--- src/rtl/uart_pkg.sv ---
// Purpose : shared UART definitions (FSM encoding, oversample points, word-length decode).
// Latency : n/a (constants and pure functions only).
// Backpr. : n/a.
// Port summary: none -- package imported by the RX controller and the TX path.
package uart_pkg;

  // Oversample points within one 16-tick bit period.
  localparam logic [3:0] OVS_MID  = 4'd7;
  localparam logic [3:0] OVS_LAST = 4'd15;

  // Receive FSM encoding.
  localparam logic [2:0] ST_IDLE      = 3'd0;
  localparam logic [2:0] ST_START     = 3'd1;
  localparam logic [2:0] ST_DATA      = 3'd2;
  localparam logic [2:0] ST_PARITY    = 3'd3;
  localparam logic [2:0] ST_STOP      = 3'd4;
  localparam logic [2:0] ST_WAIT_HIGH = 3'd5;

  // Word length select: 00=5, 01=6, 10=7, 11=8 data bits.
  function automatic logic [3:0] wls_to_nbits(input logic [1:0] wls);
    return 4'd5 + {2'b00, wls};
  endfunction

endpackage

--- src/rtl/uart_sync2.sv ---
// Purpose : STAGES-deep flop synchronizer for an asynchronous single-bit input.
// Latency : STAGES clk from d to q.
// Backpr. : none; free-running.
// Ports: clk, rst_n (async active-low), d (async input), q (synchronized output).
// Reset value is a parameter so an idle-high serial line stays "idle" through reset.
module uart_sync2 #(
  parameter int   STAGES  = 2,
  parameter logic RST_VAL = 1'b1
) (
  input  logic clk,
  input  logic rst_n,
  input  logic d,
  output logic q
);

  logic [STAGES-1:0] sync_q;
  logic [STAGES-1:0] sync_d;
  logic [STAGES:0]   shifted;

  always_comb begin
    shifted = {sync_q, d};
    sync_d  = shifted[STAGES-1:0];
  end

  always_ff @(posedge clk or negedge rst_n) begin
    if (!rst_n) begin
      sync_q <= {STAGES{RST_VAL}};
    end else begin
      sync_q <= sync_d;
    end
  end

  assign q = sync_q[STAGES-1];

endmodule

--- src/rtl/uart_rx_ctrl.sv ---
// Purpose : UART receiver; 16x oversampled start/data/parity/stop decode into the RX FIFO.
// Latency : rx_push 1 clk after the stop-bit sample tick (+SYNC_STAGES clk from rxd).
// Backpr. : none; a frame completing while rx_full_status=1 is dropped and flagged overrun_err.
// Ports: clk/rst_n; rx_tick (16x baud enable); rxd (raw line); PEN/EPS/WLS (frame format,
//        latched at mid start bit); rx_full_status (FIFO full); rx_push/rx_data and
//        parity_err/frame_err/break_det (valid with rx_push); overrun_err pulse; rx_busy.
module uart_rx_ctrl
  import uart_pkg::*;
#(
  parameter int OVS         = 16,
  parameter int SYNC_STAGES = 2
) (
  input  logic       clk,
  input  logic       rst_n,
  input  logic       rx_tick,
  input  logic       rxd,
  input  logic       PEN,
  input  logic       EPS,
  input  logic [1:0] WLS,
  input  logic       rx_full_status,
  output logic       rx_push,
  output logic [7:0] rx_data,
  output logic       parity_err,
  output logic       frame_err,
  output logic       break_det,
  output logic       overrun_err,
  output logic       rx_busy
);

  localparam int TW = $clog2(OVS);

  logic rxs;

  uart_sync2 #(
    .STAGES  (SYNC_STAGES),
    .RST_VAL (1'b1)
  ) u_sync (
    .clk   (clk),
    .rst_n (rst_n),
    .d     (rxd),
    .q     (rxs)
  );

  logic [2:0]    state_q, state_d;
  logic [TW-1:0] tick_cnt_q, tick_cnt_d;
  logic [2:0]    bit_cnt_q, bit_cnt_d;
  logic [7:0]    shift_reg_q, shift_reg_d;
  // Frame config captured at mid start bit so software writes mid-frame are harmless.
  logic          pen_q, pen_d;
  logic          eps_q, eps_d;
  logic [1:0]    wls_q, wls_d;
  // Running XOR of data bits, running OR of data+parity bits (for break), parity verdict.
  logic          par_acc_q, par_acc_d;
  logic          ones_q, ones_d;
  logic          perr_q, perr_d;
  // Registered outputs.
  logic          rx_push_q, rx_push_d;
  logic [7:0]    rx_data_q, rx_data_d;
  logic          parity_err_q, parity_err_d;
  logic          frame_err_q, frame_err_d;
  logic          break_det_q, break_det_d;
  logic          overrun_q, overrun_d;

  logic [3:0]    nbits;
  logic [3:0]    shamt;
  logic          last_bit;
  logic          at_mid;
  logic          at_last;

  always_comb begin
    nbits    = wls_to_nbits(wls_q);
    // Data arrives MSB-side first (shift right), so a short word sits in the top bits.
    shamt    = 4'd8 - nbits;
    last_bit = (bit_cnt_q == 3'(nbits - 4'd1));
    at_mid   = (tick_cnt_q == TW'(OVS_MID));
    at_last  = (tick_cnt_q == TW'(OVS_LAST));
  end

  always_comb begin
    state_d      = state_q;
    tick_cnt_d   = tick_cnt_q;
    bit_cnt_d    = bit_cnt_q;
    shift_reg_d  = shift_reg_q;
    pen_d        = pen_q;
    eps_d        = eps_q;
    wls_d        = wls_q;
    par_acc_d    = par_acc_q;
    ones_d       = ones_q;
    perr_d       = perr_q;
    rx_data_d    = rx_data_q;
    // Strobes and per-frame flags live for exactly one clk.
    rx_push_d    = 1'b0;
    parity_err_d = 1'b0;
    frame_err_d  = 1'b0;
    break_det_d  = 1'b0;
    overrun_d    = 1'b0;

    if (rx_tick) begin
      case (state_q)
        ST_IDLE: begin
          if (!rxs) begin
            state_d    = ST_START;
            tick_cnt_d = '0;
          end
        end

        ST_START: begin
          if (at_mid) begin
            tick_cnt_d = '0;
            if (rxs) begin
              // Glitch shorter than half a bit: not a real start.
              state_d = ST_IDLE;
            end else begin
              state_d     = ST_DATA;
              bit_cnt_d   = '0;
              shift_reg_d = '0;
              pen_d       = PEN;
              eps_d       = EPS;
              wls_d       = WLS;
              par_acc_d   = 1'b0;
              ones_d      = 1'b0;
              perr_d      = 1'b0;
            end
          end else begin
            tick_cnt_d = tick_cnt_q + TW'(1);
          end
        end

        ST_DATA: begin
          tick_cnt_d = tick_cnt_q + TW'(1);
          if (at_last) begin
            shift_reg_d = {rxs, shift_reg_q[7:1]};
            par_acc_d   = par_acc_q ^ rxs;
            ones_d      = ones_q | rxs;
            bit_cnt_d   = bit_cnt_q + 3'd1;
            if (last_bit) begin
              state_d = pen_q ? ST_PARITY : ST_STOP;
            end
          end
        end

        ST_PARITY: begin
          tick_cnt_d = tick_cnt_q + TW'(1);
          if (at_last) begin
            // Even: total XOR must be 0; odd: must be 1.
            perr_d  = (par_acc_q ^ rxs) ^ ~eps_q;
            ones_d  = ones_q | rxs;
            state_d = ST_STOP;
          end
        end

        ST_STOP: begin
          tick_cnt_d = tick_cnt_q + TW'(1);
          if (at_last) begin
            if (rx_full_status) begin
              overrun_d = 1'b1;
            end else begin
              rx_push_d    = 1'b1;
              rx_data_d    = shift_reg_q >> shamt;
              parity_err_d = perr_q;
              frame_err_d  = ~rxs;
              break_det_d  = ~ones_q & ~rxs;
            end
            // A low line after the stop bit must rise before another start is accepted.
            state_d = rxs ? ST_IDLE : ST_WAIT_HIGH;
          end
        end

        ST_WAIT_HIGH: begin
          if (rxs) begin
            state_d = ST_IDLE;
          end
        end

        default: state_d = ST_IDLE;
      endcase
    end
  end

  always_ff @(posedge clk or negedge rst_n) begin
    if (!rst_n) begin
      state_q      <= ST_IDLE;
      tick_cnt_q   <= '0;
      bit_cnt_q    <= '0;
      shift_reg_q  <= '0;
      pen_q        <= 1'b0;
      eps_q        <= 1'b0;
      wls_q        <= 2'b00;
      par_acc_q    <= 1'b0;
      ones_q       <= 1'b0;
      perr_q       <= 1'b0;
      rx_push_q    <= 1'b0;
      rx_data_q    <= '0;
      parity_err_q <= 1'b0;
      frame_err_q  <= 1'b0;
      break_det_q  <= 1'b0;
      overrun_q    <= 1'b0;
    end else begin
      state_q      <= state_d;
      tick_cnt_q   <= tick_cnt_d;
      bit_cnt_q    <= bit_cnt_d;
      shift_reg_q  <= shift_reg_d;
      pen_q        <= pen_d;
      eps_q        <= eps_d;
      wls_q        <= wls_d;
      par_acc_q    <= par_acc_d;
      ones_q       <= ones_d;
      perr_q       <= perr_d;
      rx_push_q    <= rx_push_d;
      rx_data_q    <= rx_data_d;
      parity_err_q <= parity_err_d;
      frame_err_q  <= frame_err_d;
      break_det_q  <= break_det_d;
      overrun_q    <= overrun_d;
    end
  end

  assign rx_push     = rx_push_q;
  assign rx_data     = rx_data_q;
  assign parity_err  = parity_err_q;
  assign frame_err   = frame_err_q;
  assign break_det   = break_det_q;
  assign overrun_err = overrun_q;
  assign rx_busy     = (state_q != ST_IDLE);

endmodule

--- config.mk ---
export PLATFORM = sky130hd
export DESIGN_NAME = uart_rx_ctrl
export DESIGN_NICKNAME = d
export VERILOG_FILES = /design/src/rtl/uart_pkg.sv /design/src/rtl/uart_sync2.sv /design/src/rtl/uart_rx_ctrl.sv
export SDC_FILE = /design/constraint.sdc
export NUM_CORES = 1
export LEC_CHECK = 0
export ABC_AREA = 0
export BUFFER_PORTS_ARGS = -buffer_cell sky130_fd_sc_hd__buf_2
export CORE_MARGIN = 5
export CORE_UTILIZATION = 55
export CTS_BUF_LIST = sky130_fd_sc_hd__clkbuf_4 sky130_fd_sc_hd__clkbuf_8
export DETAILED_ROUTE_END_ITERATION = 16
export PLACE_DENSITY = 0.85
export SLEW_MARGIN = 25
export SYNTH_ARGS = -nofsm -noshare
export SYNTH_HDL_FRONTEND = slang
export SYNTH_SLANG_ARGS = --single-unit
--- constraint.sdc ---
create_clock -name clk -period 3.4 [get_ports clk]
set_input_delay 0.68 -clock clk [delete_from_list [all_inputs] [get_ports clk]]
set_output_delay 0.68 -clock clk [all_outputs]
set_load 0.01 [all_outputs]
Word-level counts from Yosys, hierarchy flattened
Index checks and enable logic that the tools add are counted.

Eq/ne operators: 17. Muxes and demuxes: 50. Reductions and logical operators: 15. $add $sub $neg: 5. Shift operators: 1. Bitwise operators: 8.

Operator list (count): $mux 3 (12); $mux 1 (25); $mux 8 (3); $pmux 3 s6 (1); $pmux 8 s2 (1); $reduce_and 5->1 (3); $ne 2x2->1 const B (7); $pmux 4 s3 (1); $mux 4 (2); $reduce_and 4->1 (2); $reduce_and 8->1 (1); $shr 8x4->8 (1); $eq 3x2->1 const B (2); $eq 3x3->1 const B (2); $pmux 1 s2 (3); $pmux 3 s2 (1); $reduce_bool 2->1 (3); $reduce_bool 3->1 (2); $add 3x2->4 const A (1); $add 4x1->4 const B (1); $eq 4x3->1 const B (1); $eq 4x4->1 const B (1); $ne 2x1->1 const B (2); $not 1->1 (4); other kinds (13) (14).

Register bits: 40. Word-level logic and storage cells: 113. Output and inout bits: 14. Input port bits: 9.

Logic depth before layout (Yosys ltp)
Gate-level depths: netlist of run 1.

Depth in word-level cells: 6. Depth in mapped cells: 6. Mapped depth without buffers: 6.

Modules after synthesis
A second synthesis of run 1 with hierarchy kept.

Cells, all modules: 197. Area total of the unflattened synthesis: 2052.0 µm².

By module, submodules not included: uart_rx_ctrl (cells an instance 195, times used 1, area an instance 1999.4 µm²); uart_sync2 (cells an instance 2, times used 1, area an instance 52.6 µm²).

Worst setup path before layout of run 1
Ideal clock, no wire load.

Path type: input-to-reg. From: input port rx_tick. To: register eps_q. Setup slack: 1662 ps. Path buffers: 1. Stages: 5. Arrival: 1614 ps. Library setup time: 125 ps. Path through: buf_2 > nand3_1 > nor2_1 > nand3b_1 > mux2_2.

Word-level cells in the longest chain between the ends: 1.

Ends and longest elaborated chain: start, declared (line uart_rx_ctrl.sv:15) `input logic rx_tick,`; $reduce_and 4->1 (no source line); end signal, assigned (line uart_rx_ctrl.sv:204) `eps_q <= eps_d;`; end, declared (line uart_rx_ctrl.sv:50) `logic eps_q, eps_d;`.

No other way between the ends. A chain may end at the register's enable or synchronous reset.

Final worst setup path of run 1
From: register state_q[1]. To: register bit_cnt_q[0].

Word-level cells in the longest chain between the ends: 3.

Ends and longest elaborated chain: start, declared (line uart_rx_ctrl.sv:44) `logic [2:0] state_q, state_d;`; start signal, assigned (line uart_rx_ctrl.sv:199) `state_q <= state_d;`; $eq 3x1->1 or $eq 3x2->1 (tied branches) (line uart_rx_ctrl.sv:99) `case (state_q)`; $ne 2x2->1 (no source line) or $reduce_bool 2->1 (tied branches); $reduce_and 5->1 (no source line); end signal, assigned (line uart_rx_ctrl.sv:201) `bit_cnt_q <= bit_cnt_d;`; end, declared (line uart_rx_ctrl.sv:46) `logic [2:0] bit_cnt_q, bit_cnt_d;`.

Parallel ways exist; a longest one is shown, timed or not.

==> results_dict.tcl, run 1 <==
set metrics [dict create \
    cts.sinks 40 \
    ant_nets 0 \
    diodes 0 \
    port_buffers 22 \
    setup_viol_count_final 0 \
    vias_per_cell 5.544 \
    netlist_instances 206 \
    gp_routability_congestion 0.8526 \
    route.vias.total 1508 \
    cpLargestDelayFamily "simple AND/OR/NAND/NOR gates" \
    vdd_ir_drop_max_mv 0.2446 \
    holdPathEnd "u_sync.sync_q[1]" \
    dpl.hpwl_um 2550 \
    synth_top_family_by_area "simple AND/OR/NAND/NOR gates" \
    grt_max_degree 41 \
    synth_xor_area_frac 0.01732 \
    hold_path_startpoint "u_sync.sync_q[0]" \
    fin_crit_ns 2.013 \
    synth_area_per_cell_um2 9.821 \
    cp_max_fo 15 \
    core-area_mm2 0.003606 \
    power_density_mw_per_mm2 535.1 \
    synthFlopType "dfrtp_1" \
    htreeDepth 2 \
    initial_utilization 0.5611 \
    cap_violations 0 \
    grt_usage 0.1536 \
    hold_buffers 0 \
    num_rows 22 \
    die-width_um 70.65 \
    grt_pass1_wl_um 6196 \
    drive_above_1_share 0.2232 \
    synthSimpleGateAreaFrac 0.2121 \
    drt-total-wl_um 3579 \
    status "completed" \
    synth-compound-area-share 0.1138 \
    cpPeakStageDelay_ns 0.53 \
    worst_clock_skew_ns 0.003647 \
    timing.setup.critical_path_class "reg -> reg" \
    hold_violations 0 \
    nNetsFinal 234 \
    timing.rr.end "bit_cnt_q[0]" \
    crit_path_start_kind "flip-flop" \
    r2r-start "state_q[1]" \
    grt_pass1_vias 1409 \
    post-place-ws_ns 1.297 \
    io_pins 23 \
    critPathArrivalTime_ns 2.25 \
    antenna_found_initial 0 \
    ys_types 44 \
    hold_class "reg -> reg" \
    synth_fa_ha_area_frac 0.01237 \
    synthArstFlopShare 1.000 \
    die-area_mm2 0.004991 \
    wire_per_inst_um 13.16 \
    drc_errors 0 \
    path_clk_slew_ns 0.07 \
    drtIter0Drc 83 \
    first_pass_iters 4 \
    cpMaxStageDelayCell "dfrtp_1" \
    slew_headroom 0.4295 \
    ys_seq_elements 40 \
    setup_slack_ns 1.387 \
    synth_mux_area_frac 0.09957 \
    end_kind "flip-flop" \
    fmax_ghz 0.4967 \
    clockRootBuffer "clkbuf_8" \
    hold_depth 0 \
    final_util 0.6266 \
    cts_made_buffers 5 \
    syn_nets 217 \
    worstRegToRegCells 5 \
    grt_overflow 0 \
    nFillCells 265 \
    cts_tree "yes" \
    clockBufferDepth 2 \
    ys_warn_count 0 \
    fin_setup_tns_ns 0 \
    rsz0062_at_grt "false" \
    post_cts.repair.setup_buffers 0 \
    r2r_slack_ns 1.39 \
    clock_latency_ns 0.29 \
    yosysSeqAreaShare 0.4960 \
    synth_edf_count 0 \
    die_y_um 70.65 \
    p_leak_uw 0.001078 \
    finalCritPeriodShare 0.5921 \
    worst_pin_slew_ns 0.8558 \
    area_growth_pct 11.69 \
    slew_violations 0 \
    netlist_area_mm2 0.002023 \
    critPathBufInv 1 \
    crit_required_ns 3.63 \
    worstPathCellList "nor4b_1 -> o21ai_0 -> buf_4 -> or3_1 -> nand2_1" \
    post_cts_resized 0 \
]
## sequential cells by signal, indices dropped and copies added (netlist names)
signal	count
wls_q	2
parity_err	1
break_det	1
rx_push	1
tick_cnt_q	4
ones_q	1
frame_err	1
u_sync.sync_q	2
shift_reg_q	8
eps_q	1
bit_cnt_q	3
state_q	3
pen_q	1
par_acc_q	1
perr_q	1
rx_data	8
overrun_err	1
## stage by stage
| stage | hold slack (ns) | cells | total power [uW] | cell area, um^2 |
|---|---|---|---|---|
| floorplan | 0.3452 | 206 | 748.7 | 2023 |
| global placement | 0.3495 | 264 | 789.4 | 2133 |
| detailed placement | 0.3484 | 264 | 798.7 | 2133 |
| CTS | 0.3592 | 272 | 1217 | 2260 |
| global route | 0.3596 | 272 | 1279 | 2260 |
| finish | 0.3582 | 272 | 1209 | 2260 |
## kinds of logic (layout without fill, tap and decap cells)
logic type      Yosys count  count (layout)
simple gates             86              86
flops                    40              40
compound gates           39              39
buf+inv                  20              38
mux                      15              15
xor+xnor                  4               4
fa+ha+maj                 2               2
## Yosys cell counts (2+ instances only)
| cell type | number | share of area |
|---|---|---|
| nand2_1 | 39 | 0.072 |
| dfrtp_1 | 38 | 0.47 |
| o21ai_0 | 15 | 0.037 |
| nor2_1 | 11 | 0.020 |
| a21oi_1 | 10 | 0.025 |
| mux2_2 | 7 | 0.039 |
| buf_2 | 6 | 0.015 |
| inv_1 | 6 | 0.011 |
| nor3_1 | 6 | 0.015 |
| clkbuf_1 | 5 | 0.0093 |
| nand3_1 | 5 | 0.012 |
| mux2i_1 | 4 | 0.020 |
| and2_1 | 3 | 0.0093 |
| and3_1 | 3 | 0.0093 |
| mux4_2 | 3 | 0.033 |
| nand2b_1 | 3 | 0.0093 |
| xnor2_1 | 3 | 0.013 |
| a31oi_1 | 2 | 0.0062 |
| and3b_1 | 2 | 0.0087 |
| dfstp_2 | 2 | 0.026 |
| ha_1 | 2 | 0.012 |
| nand3b_1 | 2 | 0.0074 |
| nand4_1 | 2 | 0.0062 |
| nor2b_1 | 2 | 0.0062 |
| o211ai_1 | 2 | 0.0074 |
| o21a_1 | 2 | 0.0074 |
| o31ai_1 | 2 | 0.0074 |
| o41ai_1 | 2 | 0.0087 |
| or3_1 | 2 | 0.0062 |
## final cells by class
type	instances	area [um^2]	share of cell area
sequential	40	1003	0.4441
multi-input combinational	146	920.9	0.4075
timing repair buffer	23	117.6	0.05205
clock buffer	7	96.34	0.04264
tap	48	60.06	0.02658
inverter	7	31.28	0.01384
clock inverter	1	30.03	0.01329
## cells in the final DEF, fill, tap and decap left out, types with 3 or more instances in the layout
cell type,n
buf_2,22
clkbuf_8,7
a21oi_1,10
o21ai_0,15
nand3_1,5
mux4_2,3
nand2b_1,3
inv_1,6
mux2_2,7
dfrtp_1,38
nor2_1,11
xnor2_1,3
and3_1,3
nor3_1,6
and2_1,3
mux2i_1,4
nand2_1,39
## worst max path at each step
stage	start	to	slack, ns	depth (start not counted)
after floorplan	rx_tick	eps_q	1.66	5
after global placement	rx_tick	bit_cnt_q[0]	1.32	6
after detailed placement	rx_tick	bit_cnt_q[0]	1.30	6
after CTS	state_q[1]	rx_busy	1.39	3
after global routing	state_q[1]	bit_cnt_q[0]	1.17	5
final	state_q[1]	bit_cnt_q[0]	1.39	5
## power breakdown
group          internal (uW)  total (uW)  leakage, uW  switching (uW)
Combinational           92.8         191     0.000480            98.0
Sequential               529         600     0.000534            70.9
Clock                    259         418    0.0000645             159
## layer usage
| layer | GRT usage | part of all wire | vias up |
|---|---|---|---|
| met3 | 0.04403 | 0.050 | 6 |
| met4 | 0.06472 | 0.020 | 0 |
| met1 | 0.2009 | 0.47 | 722 |
| met5 | 0 | 0 | - |
| li1 | - | - | 748 |
| met2 | 0.2401 | 0.46 | 32 |
(Power assumes the default switching activity.)
==> run 2, diff against run 1 <==
==> constraint.sdc (replaced) <==
create_clock -name clk -period 1.9 [get_ports clk]
set_input_delay 0.38 -clock clk [delete_from_list [all_inputs] [get_ports clk]]
set_output_delay 0.38 -clock clk [all_outputs]
set_load 0.01 [all_outputs]
==> run 2 against run 1 <==
Clock power grew 27%. Largest power group unchanged. Sequential cell count is the same. Sequential power grew 80%. Global-route usage grew 2.5 points. Core utilization grew 0.76 points.
==> results_dict.tcl, run 2 (synthesis gave the netlist of run 1 again) <==
set metrics [dict create \
    post_cts_resized 0 \
    path_clk_slew_ns 0.08 \
    clockBufferDepth 2 \
    hold_violations 0 \
    critPathArrivalTime_ns 1.95 \
    htreeDepth 2 \
    grt_max_degree 41 \
    crit_path_start_kind "flip-flop" \
    initial_utilization 0.5611 \
    fin_crit_ns 1.765 \
    route.vias.total 1608 \
    finalCritPeriodShare 0.9290 \
    cts_made_buffers 5 \
    end_kind "flip-flop" \
    gp_routability_congestion 0.9263 \
    drive_above_1_share 0.2468 \
    first_pass_iters 4 \
    power_density_mw_per_mm2 859.2 \
    fin_setup_tns_ns 0 \
    vias_per_cell 5.763 \
    grt_overflow 0 \
    cp_max_fo 8 \
    hold_class "in -> async" \
    grt_pass1_vias 1612 \
    hold_buffers 0 \
    clockRootBuffer "clkbuf_8" \
    antenna_found_initial 0 \
    status "completed" \
    post_dp_cell_area_mm2 0.002206 \
    worst_pin_slew_ns 0.4714 \
    dpl.hpwl_um 2955 \
    setup_slack_ns 0.1348 \
    post_cts.repair.setup_buffers 0 \
    clock_latency_ns 0.30 \
    die-width_um 70.65 \
    cts_tree "yes" \
    drc_errors 0 \
    wire_per_inst_um 14.42 \
    layout_common_cells "39 x nand2_1, 38 x dfrtp_1, 22 x buf_2" \
    worst_clock_skew_ns 0.01376 \
    cap_violations 0 \
    diodes 0 \
    hold_ws_ns 0.02815 \
    fmax_ghz 0.5665 \
    p_leak_uw 0.001096 \
    die_y_um 70.65 \
    slew_headroom 0.6858 \
    design_area_mm2 0.002287 \
    slew_violations 0 \
    num_rows 22 \
    timing.setup.critical_path_class "reg -> reg" \
    cts.sinks 40 \
    nFillCells 291 \
    nNetsFinal 242 \
    post-place-ws_ns 0.1499 \
    area_growth_pct 13.05 \
    drtIter0Drc 78 \
    core-area_mm2 0.003606 \
    io_pins 23 \
    grt_usage 0.1788 \
    drt-total-wl_um 4022 \
    vdd_ir_drop_max_mv 0.3021 \
    die-area_mm2 0.004991 \
    port_buffers 22 \
    final_util 0.6343 \
    grt_pass1_wl_um 7051 \
    ant_nets 0 \
    rsz0062_at_grt "false" \
    setup_viol_count_final 0 \
    crit_required_ns 2.08 \
    final_common_cell "nand2_1" \
]
[run 2: layout make-up]
type | count | area [um^2] | area share
clock inverter | 2 | 12.51 | 0.005470
timing repair buffer | 31 | 190.2 | 0.08315
clock buffer | 5 | 68.82 | 0.03009
tap | 48 | 60.06 | 0.02626
multi-input combinational | 146 | 920.9 | 0.4026
sequential | 40 | 1003 | 0.4387
inverter | 7 | 31.28 | 0.01368
[run 2: where the power goes]
part / internal [uW] / leakage, uW / switching [uW] / total, uW
Clock: 248 / 0.0000400 / 282 / 530
Combinational: 174 / 0.000522 / 184 / 358
Sequential: 947 / 0.000534 / 130 / 1080
Total: 1370 / 0.00110 / 596 / 1970
[run 2: worst paths after layout]
check	startpoint	endpoint	slack, ns	cells after the start
worst max-delay path	tick_cnt_q[0]	rx_data[4]	0.13	5
worst min-delay path	rst_n	shift_reg_q[2]	0.03	2
worst max register to register	tick_cnt_q[0]	rx_data[4]	0.13	5
worst min register to register	u_sync.sync_q[0]	u_sync.sync_q[1]	0.36	0
max in group asynchronous	rst_n	u_sync.sync_q[0]	1.59	2
min in group clk	rxd	u_sync.sync_q[0]	0.19	1
[run 2: worst max-delay path, cell delays in order (launching register included)]
cell and delay (ns):
dfrtp_1 0.37, ha_1 0.28, nand4_1 0.20, or3_4 0.43, clkinv_4 0.08, mux2_4 0.29
[run 2: layer usage]
metal	wire length (um)	GRT usage
met5	0	0
met1	1693	0.2030
met3	234	0.04972
met2	1933	0.2983
met4	161	0.1106
[run 2: metrics by stage]
stage	power [uW]	instances
2_1_floorplan	1340	206
3_3_place_gp	1419	272
3_5_place_dp	1447	272
4_1_cts	1974	279
5_1_grt	2085	279
6_report	1965	279
